$ cat config.mk
export PLATFORM = sky130hd
export DESIGN_NAME = ao22_grant_scheduler
export DESIGN_NICKNAME = d
export VERILOG_FILES = /design/src/rtl/ao22_grant_scheduler.sv
export SDC_FILE = /design/constraint.sdc
export NUM_CORES = 1
export LEC_CHECK = 0
export ABC_AREA = 1
export CORE_MARGIN = 5
export CORE_UTILIZATION = 45
export CTS_BUF_LIST = sky130_fd_sc_hd__clkbuf_16
export DETAILED_ROUTE_END_ITERATION = 10
export GPL_TIMING_DRIVEN = 0
export PLACE_DENSITY = 0.73
export REMOVE_ABC_BUFFERS = 1
export SETUP_SLACK_MARGIN = 0.02
export SYNTH_ARGS = -nofsm -noshare
export SYNTH_HDL_FRONTEND = slang
export SYNTH_SLANG_ARGS = --single-unit
$ cat constraint.sdc
create_clock -name clk -period 2.5 [get_ports clk]
set_clock_uncertainty 0.15 [all_clocks]
set_input_delay 0.625 -clock clk [delete_from_list [all_inputs] [get_ports clk]]
set_output_delay 0.625 -clock clk [all_outputs]
set_load 0.01 [all_outputs]
$ cat src/rtl/ao22_grant_scheduler.sv
// ---------------------------------------------------------------------------
// ao22_grant_scheduler
//
// Two-requester round-robin grant scheduler for the shared AND-AND-OR lane of
// the p-bit fabric. It owns the B-side select lines of an AO22 structure
// (y = d0&b1 | d1&b2), so only one requester's data bit reaches the lane at a
// time.
//
// Behaviour:
//   - Grants are one-hot and registered. b1 and b2 are never high together.
//   - At least one idle cycle separates any two grants (break-before-make).
//   - A hold limit force-releases a grant after HOLD_MAX cycles, so one
//     requester cannot starve the other.
//
// Parameters:
//   HOLD_W    width of the hold counter
//   HOLD_MAX  maximum grant length in cycles, 1 .. 2**HOLD_W-1
//
// Ports:
//   clk      in   system clock; all state changes on the rising edge
//   rst_n    in   synchronous active-low reset
//   en       in   allows new grants; never preempts an active grant
//   req[1:0] in   level requests, held until served or abandoned
//   done[1:0] in  release strobes; only the current owner's bit is honoured
//   d[1:0]   in   data bits (d[0] pairs with b1, d[1] pairs with b2)
//   b1       out  registered grant to requester 0
//   b2       out  registered grant to requester 1
//   busy     out  high while any grant is active
//   owner    out  index of the current or most recent owner
//   timeout  out  one-cycle pulse in the first idle cycle after a forced
//                 release
//   y        out  AO22 lane output, combinational from d and the grants
// ---------------------------------------------------------------------------
module ao22_grant_scheduler #(
    parameter int HOLD_W   = 4,
    parameter int HOLD_MAX = 15
) (
    input  logic       clk,
    input  logic       rst_n,
    input  logic       en,
    input  logic [1:0] req,
    input  logic [1:0] done,
    input  logic [1:0] d,
    output logic       b1,
    output logic       b2,
    output logic       busy,
    output logic       owner,
    output logic       timeout,
    output logic       y
);

    typedef enum logic [1:0] {
        IDLE = 2'd0,
        GNT0 = 2'd1,
        GNT1 = 2'd2
    } state_t;

    // Counter value seen during the last allowed cycle of a grant.
    localparam logic [HOLD_W-1:0] HOLD_LAST = HOLD_W'(HOLD_MAX - 1);

    state_t            state_q,    state_d;
    logic              ptr_q,      ptr_d;
    logic [HOLD_W-1:0] hold_cnt_q, hold_cnt_d;
    logic              owner_q,    owner_d;
    logic              timeout_q,  timeout_d;
    logic              b1_q,       b1_d;
    logic              b2_q,       b2_d;

    logic cur;
    logic rel_done;
    logic rel_drop;
    logic rel_limit;
    logic release_now;
    logic pick;

    always_comb begin
        // Index of the requester holding the lane. Only meaningful in a GNT
        // state.
        cur         = (state_q == GNT1);
        rel_done    = done[cur];
        rel_drop    = !req[cur];
        rel_limit   = (hold_cnt_q == HOLD_LAST);
        release_now = (state_q != IDLE) && (rel_done || rel_drop || rel_limit);

        // When both requesters are asking, the round-robin pointer decides.
        // When only one is asking, that one wins whatever the pointer says.
        pick = (req == 2'b11) ? ptr_q : req[1];

        state_d    = state_q;
        ptr_d      = ptr_q;
        hold_cnt_d = hold_cnt_q;
        owner_d    = owner_q;
        timeout_d  = 1'b0;

        case (state_q)
            IDLE: begin
                if (en && (req != 2'b00)) begin
                    state_d    = pick ? GNT1 : GNT0;
                    hold_cnt_d = '0;
                    owner_d    = pick;
                end
            end
            GNT0, GNT1: begin
                if (release_now) begin
                    state_d   = IDLE;
                    ptr_d     = ~cur;
                    // A timeout is reported only when the hold limit is the
                    // sole reason for the release.
                    timeout_d = rel_limit && !rel_done && !rel_drop;
                end else begin
                    hold_cnt_d = hold_cnt_q + HOLD_W'(1);
                end
            end
            default: begin
                state_d = IDLE;
            end
        endcase

        // The grant flops mirror the next state, so the select lines come
        // straight from registers with no decode after the clock edge.
        b1_d = (state_d == GNT0);
        b2_d = (state_d == GNT1);
    end

    always_ff @(posedge clk) begin
        if (!rst_n) begin
            state_q    <= IDLE;
            ptr_q      <= 1'b0;
            hold_cnt_q <= '0;
            owner_q    <= 1'b0;
            timeout_q  <= 1'b0;
            b1_q       <= 1'b0;
            b2_q       <= 1'b0;
        end else begin
            state_q    <= state_d;
            ptr_q      <= ptr_d;
            hold_cnt_q <= hold_cnt_d;
            owner_q    <= owner_d;
            timeout_q  <= timeout_d;
            b1_q       <= b1_d;
            b2_q       <= b2_d;
        end
    end

    assign b1      = b1_q;
    assign b2      = b2_q;
    assign busy    = b1_q | b2_q;
    assign owner   = owner_q;
    assign timeout = timeout_q;

    // The AO22 lane has no register, so y changes in the same cycle as d.
    assign y = (d[0] & b1_q) | (d[1] & b2_q);

endmodule

==> results of run 1 <==
## path summary, 6_finish.rpt
kind	start	endpoint	slack, ns	cells past startpoint
worst min register to register	owner	owner	0.31	2
worst max-delay path	d[1]	y	0.20	3
worst min-delay path	owner	owner	0.31	2
worst max register to register	state_q[1]	hold_cnt_q[3]	0.76	9
## cell usage after synthesis, drive strengths merged
cell,n,area share [%]
buf,1,1.7
or2,2,1.9
ha,5,9.5
nand2,25,17
o21bai,1,1.1
nand3,9,9.5
dfxtp,11,33
inv,15,8.5
a21oi,5,3.8
a21boi,1,1.1
a22o,1,1.3
o21ai,2,1.5
nor2,11,6.6
xnor2,1,1.3
nand4,2,1.9
## worst max-delay path, delay by kind of cell
kind / cells / cell delay, ns
buf+inv: 2 / 0.68
compound gates: 1 / 0.22
## stage by stage
step                TNS, ns  cells  total power [mW]
detailed placement  -0.0284    120             0.316
global placement    -0.0151    120             0.313
global route              0    124             0.631
floorplan                 0     91             0.270
CTS                       0    124             0.606
finish                    0    124             0.598
## metal layers
layer / vias to the layer above / share of wire, %
li1: 319 / -
met2: 3 / 52
met3: 2 / 1.9
met1: 259 / 45
met4: 0 / 0.95
met5: - / 0
## placed cells by master (no fill, tap or decap)
cell type | synthesis | final
sky130_fd_sc_hd__a21boi_1 | 1 | 1
sky130_fd_sc_hd__a21oi_1 | 5 | 5
sky130_fd_sc_hd__a22o_1 | 1 | 1
sky130_fd_sc_hd__clkbuf_16 | 0 | 3
sky130_fd_sc_hd__clkdlybuf4s50_1 | 0 | 13
sky130_fd_sc_hd__dfxtp_1 | 11 | 11
sky130_fd_sc_hd__dlygate4sd2_1 | 0 | 1
sky130_fd_sc_hd__ha_1 | 5 | 5
sky130_fd_sc_hd__inv_1 | 13 | 14
sky130_fd_sc_hd__inv_2 | 2 | 2
sky130_fd_sc_hd__nand2_1 | 23 | 23
sky130_fd_sc_hd__nand2_2 | 1 | 1
sky130_fd_sc_hd__nand2_8 | 1 | 1
sky130_fd_sc_hd__nand3_1 | 7 | 7
sky130_fd_sc_hd__nand3_2 | 1 | 1
sky130_fd_sc_hd__nand3_4 | 1 | 1
sky130_fd_sc_hd__nand4_1 | 2 | 2
sky130_fd_sc_hd__nor2_1 | 10 | 10
sky130_fd_sc_hd__nor2_2 | 1 | 1
sky130_fd_sc_hd__o21ai_1 | 2 | 2
sky130_fd_sc_hd__o21bai_1 | 1 | 1
sky130_fd_sc_hd__or2_1 | 1 | 1
sky130_fd_sc_hd__or2_2 | 1 | 1
sky130_fd_sc_hd__xnor2_1 | 1 | 1
## what timing repair did
item / 4_1_cts / 5_1_grt
setup endpoints to repair: 1 / 0
gates resized for setup: 1 / 0
buffers inserted: 0 / 0
## final cells by class
type	instances	area, sq um
Multi-Input combinational cell	65	374
Tap cell	15	18.8
Sequential cell	11	220
Inverter	15	56.3
Clock buffer	3	75.1
Timing Repair Buffer	14	139
Clock inverter	1	3.75
Fill cell	127	463
## state kept, by name, indices dropped and copies added (netlist names)
name	count
state_q	2
owner	1
hold_cnt_q	4
b1	1
timeout	1
b2	1
ptr_q	1
## cells by family after synthesis
| kind of cell | after synthesis |
|---|---|
| fa+ha+maj | 5 |
| flops | 11 |
| xor+xnor | 1 |
| simple gates | 49 |
| buf+inv | 16 |
| compound gates | 10 |
## power groups by stage
stage | clock [mW] | combinational (mW) | sequential, mW
after floorplan | 0 | 0.0690 | 0.201
after global placement | 0 | 0.113 | 0.200
after detailed placement | 0 | 0.116 | 0.201
after CTS | 0.292 | 0.116 | 0.198
after global routing | 0.304 | 0.128 | 0.199
final | 0.286 | 0.114 | 0.198
==> results.py, run 1 <==
metrics = {
    "outcome": {
        "status": "completed",
    },
    "power": {
        "p_per_area_nw_per_um2": 674,
        "cell_internal_power_mw": 0.451,
        "leakage_nw": 0.427,
        "portion_of_total_power_attributed_to_the_clock_network_pct": 47.8,
        "power.ir.vdd_worst_mv": 0.425,
        "share_seq_of_total_power_pct": 33.1,
        "p_comb_share_pct": 19.1,
        "total_switching_power_mw": 0.147,
        "power.share.switching_pct": 24.7,
    },
    "final_layout": {
        "fin_nets": 124,
        "drive_gt1_share_pct": 10.1,
        "final_area_sq_um": 887,
        "utilization_after_layout_pct": 65.7,
        "flow.area_growth_from_synthesis_pct": 34.0,
        "insertedDiodeCount": 0,
    },
    "global_route": {
        "grt_use_met2_pct": 20.7,
        "total_gr_overflow": 0,
        "global_route.usage.met1_pct": 15.4,
        "grt_antenna_before_repair": 0,
        "grt_max_degree": 7,
        "grt_pass1_wl_microns": 2420,
        "grtUsageMet3_pct": 4.59,
        "global_route.usage.total_pct": 13.0,
        "most_used_routing_layer_in_global_routing": "met2",
        "via_count_of_the_first_global_routing_pass": 546,
    },
    "yosys": {
        "post_synth.cell_area_avg_sq_um": 7.19,
        "flops_latches_synth": 11,
        "combinational_family_with_the_most_area_after_synthesis": "simple AND/OR/NAND/NOR gates",
        "synth_xor_xnor_area_share_pct": 1.32,
        "simple_gate_fraction_of_synth_area_pct": 36.9,
        "yosys.area_share.adder_pct": 9.45,
        "synth.yosys.warnings": 0,
        "yosys.cell_types.count": 22,
        "synth_mux_area_share_pct": 0,
        "synthesis.area_sq_um": 662,
        "synth_area_in_compound_gates_pct": 8.88,
        "synth_cells": 92,
        "synth.yosys.seq_area_share_pct": 33.3,
    },
    "floorplan": {
        "design.core.area_sq_um": 1350,
        "initial_core_util_pct": 49.0,
        "dieWidth_microns": 48.4,
        "floorplan.die_area_sq_um": 2340,
        "core.rowCount": 13,
        "fp.dieH_microns": 48.4,
        "floorplan.io_pins": 15,
    },
    "placement": {
        "placed_area_sq_um": 810,
        "place.gp.congestion": 0.793,
        "preCtsSetupSlack_ns": -0.0284,
        "hpwlAfterDp_microns": 1120,
        "placement.io_buffers": 14,
    },
    "clock_tree": {
        "cts.sink_count": 11,
        "cts_root_buffer": "sky130_fd_sc_hd__clkbuf_16",
        "post_cts_hold_buffer_count": 0,
        "tritoncts": "done",
        "clock_transition_at_path_regs_ns": 0.04,
        "cts_max_path_buffers": 2,
        "htreeDepth": 1,
        "clock_insertion_delay_worst_skew_ns": 0.24,
        "cts_buffers": 3,
    },
    "sta": {
        "slew_at_the_pin_closest_to_its_max_slew_limit_ns": 0.343,
        "fmax_ghz": 0.435,
        "timing.slew.headroom_pct": 77.1,
        "final-hold-violation-count": 0,
        "fin_crit_ns": 2.30,
        "fin_crit_sh_pct": 91.9,
        "final_setup_viols": 0,
        "unrepaired_setup_endpoints_after_global_routing": "no",
        "hold-worst-slack_ns": 0.313,
        "final_worst_setup_slack_ns": 0.203,
        "timing.final.max_slew_violations": 0,
    },
    "min_path": {
        "hold_class": "reg -> reg",
    },
    "detailed_routing": {
        "drt_first_iter_violations": 3,
        "first_pass_iters": 4,
        "ant_nets": 0,
        "average_wire_per_cell_in_the_routed_design_microns": 11.1,
        "drc_errors": 0,
        "detailroute.via_count": 583,
        "route.detailed.vias_per_inst": 4.70,
        "finalWirelength_microns": 1370,
    },
    "critical_path": {
        "critPathLaunchType": "primary input",
        "timing.critical_path.arrival_ns": 1.52,
        "timing_worst_setup_path_type": "in -> out",
        "element_type_at_the_critical_path_end": "output pin",
        "cp_cell_sequence": "clkdlybuf4s50_1, a22o_1, dlygate4sd2_1",
        "path_max_fanout": 1,
        "timing.critical_path.required_ns": 1.73,
        "cpMaxStageDelayCell": "sky130_fd_sc_hd__clkdlybuf4s50_1",
        "cpPeakStageDelay_ns": 0.40,
    },
    "flow_run": {
        "maxCapViolations": 0,
    },
}
Note: power is estimated with default switching activity, not from simulation.
==> run 2, diff against run 1 <==
Settings changed: PLACE_DENSITY 0.73 to default, PLACE_DENSITY_LB_ADDON from default to 0.12, RECOVER_POWER from default to 25.
==> results.py, run 2 (synthesized netlist as in run 1, its figures left out) <==
metrics = {
    "outcome": {
        "status": "completed",
    },
    "floorplan": {
        "initial_core_util_pct": 49.0,
        "core.rowCount": 13,
        "design.core.area_sq_um": 1350,
        "fp.dieH_microns": 48.4,
        "dieWidth_microns": 48.4,
        "floorplan.io_pins": 15,
        "floorplan.die_area_sq_um": 2340,
    },
    "global_route": {
        "total_gr_overflow": 0,
        "grt_use_met2_pct": 21.1,
        "via_count_of_the_first_global_routing_pass": 577,
        "global_route.usage.met1_pct": 14.5,
        "grt_max_degree": 7,
        "grt_antenna_before_repair": 0,
        "grtUsageMet3_pct": 3.67,
        "global_route.usage.total_pct": 12.8,
        "most_used_routing_layer_in_global_routing": "met2",
        "grt_pass1_wl_microns": 2410,
    },
    "critical_path": {
        "timing.rr.end": "hold_cnt_q[3]",
        "cp_cell_sequence": "clkdlybuf4s50_1, a22o_1, dlygate4sd2_1",
        "cpMaxStageDelayCell": "sky130_fd_sc_hd__clkdlybuf4s50_1",
        "timing.critical_path.arrival_ns": 1.52,
        "timing_worst_setup_path_type": "in -> out",
        "critPathLaunchType": "primary input",
        "path_max_fanout": 1,
        "reg2regPathDepth": 9,
        "cpPeakStageDelay_ns": 0.40,
        "critical_path.top_delay_family": "buffers and inverters",
        "element_type_at_the_critical_path_end": "output pin",
        "timing.rr.start": "state_q[0]",
        "timing.critical_path.required_ns": 1.73,
        "r2r_slack_ns": 0.62,
        "critical_path_buf_inv_count": 2,
    },
    "final_layout": {
        "mostFrequentLayoutCell": "sky130_fd_sc_hd__nand2_1",
        "fin_nets": 124,
        "max_flop_register": "hold_cnt_q",
        "top_library_cells_by_usage_in_the_layout_fill_and_taps_aside": "24 x sky130_fd_sc_hd__nand2_1, 15 x sky130_fd_sc_hd__inv_1, 12 x sky130_fd_sc_hd__clkdlybuf4s50_1",
        "insertedDiodeCount": 0,
        "number_of_standard_cells_in_the_layout_taps_in_and_fillers_out": 124,
        "largest_register_ff_count": 4,
        "biggestRegsByFlops": "hold_cnt_q (4), state_q (2)",
        "fill_cells": 134,
        "final_area_sq_um": 882,
        "flow.area_growth_from_synthesis_pct": 33.3,
        "drive_gt1_share_pct": 7.34,
        "utilization_after_layout_pct": 65.3,
    },
    "detailed_routing": {
        "finalWirelength_microns": 1420,
        "detailroute.via_count": 621,
        "average_wire_per_cell_in_the_routed_design_microns": 11.5,
        "ant_nets": 0,
        "first_pass_iters": 4,
        "drt_first_iter_violations": 8,
        "route.detailed.vias_per_inst": 5.01,
        "drc_errors": 0,
    },
    "clock_tree": {
        "clock_insertion_delay_worst_skew_ns": 0.24,
        "cts_buffers": 3,
        "cts_max_path_buffers": 2,
        "cts_root_buffer": "sky130_fd_sc_hd__clkbuf_16",
        "post_cts_hold_buffer_count": 0,
        "cts_resized": 1,
        "htreeDepth": 1,
        "tritoncts": "done",
        "post_cts.repair.setup_buffers": 0,
        "cts.sink_count": 11,
        "clock_transition_at_path_regs_ns": 0.04,
    },
    "placement": {
        "dp.cells": 120,
        "hpwlAfterDp_microns": 1080,
        "placement.io_buffers": 14,
        "placed_area_sq_um": 810,
        "place.gp.congestion": 0.783,
    },
    "sta": {
        "timing.final.max_slew_violations": 0,
        "timing.slew.headroom_pct": 75.5,
        "final_setup_viols": 0,
        "fin_crit_sh_pct": 91.7,
        "setup_tns_ns": 0,
        "unrepaired_setup_endpoints_after_global_routing": "no",
        "fmax_ghz": 0.436,
        "hold-worst-slack_ns": 0.297,
        "slew_at_the_pin_closest_to_its_max_slew_limit_ns": 0.366,
        "fin_crit_ns": 2.29,
        "final-hold-violation-count": 0,
    },
    "min_path": {
        "capture_endpoint_of_the_worst_hold_path": "owner",
        "hold_class": "reg -> reg",
        "hold_path_startpoint": "owner",
        "worstHoldPathCells": 2,
    },
    "power": {
        "power.ir.vdd_worst_mv": 0.370,
        "leakage_nw": 0.428,
        "p_per_area_nw_per_um2": 680,
    },
    "flow_run": {
        "maxCapViolations": 0,
    },
}
## run 2: how the worst max path moves through the flow
| stage | startpoint | to | depth (start not counted) | slack [ns] |
|---|---|---|---|---|
| after floorplan | d[1] | y | 1 | 0.86 |
| after global placement | d[1] | y | 3 | -0.02 |
| after detailed placement | d[1] | y | 3 | -0.02 |
| after CTS | d[1] | y | 3 | 0.20 |
| after global routing | d[1] | y | 3 | 0.18 |
| final | d[1] | y | 3 | 0.21 |
## run 2: worst min-delay path: cells and delay by family (launching register included)
family	cells	cell delay, ns
buffers and inverters	1	0.05
flip-flops	1	0.30
AO/OA/AOI/OAI	1	0.05
## run 2: cell type report
type / instances / area [sq um] / share of cell area (%)
inverters: 15 / 56.3 / 6.38
clock buffers: 3 / 75.1 / 8.51
multi-input cells: 65 / 369 / 41.8
well taps: 15 / 18.8 / 2.13
clock inverters: 1 / 3.75 / 0.426
repair buffers: 14 / 139 / 15.7
flip-flops and latches: 11 / 220 / 25.0
## run 2: report_power, final
part	total (mW)	internal [mW]	switching, mW	leakage, nW
sequential	0.198	0.188	0.0100	0.0896
combinational	0.113	0.0516	0.0610	0.296
clock	0.290	0.210	0.0796	0.0423
## run 2: layer usage
| layer | part of all wire, % | vias up |
|---|---|---|
| met4 | 1.9 | 0 |
| met3 | 4.8 | 5 |
| li1 | - | 323 |
| met1 | 45 | 278 |
| met2 | 48 | 15 |
| met5 | 0 | - |
## run 2: stage by stage
stage	total power [mW]	setup slack, ns
floorplan	0.270	0.857
global placement	0.313	-0.0186
detailed placement	0.316	-0.0163
CTS	0.607	0.199
global route	0.627	0.179
finish	0.600	0.208
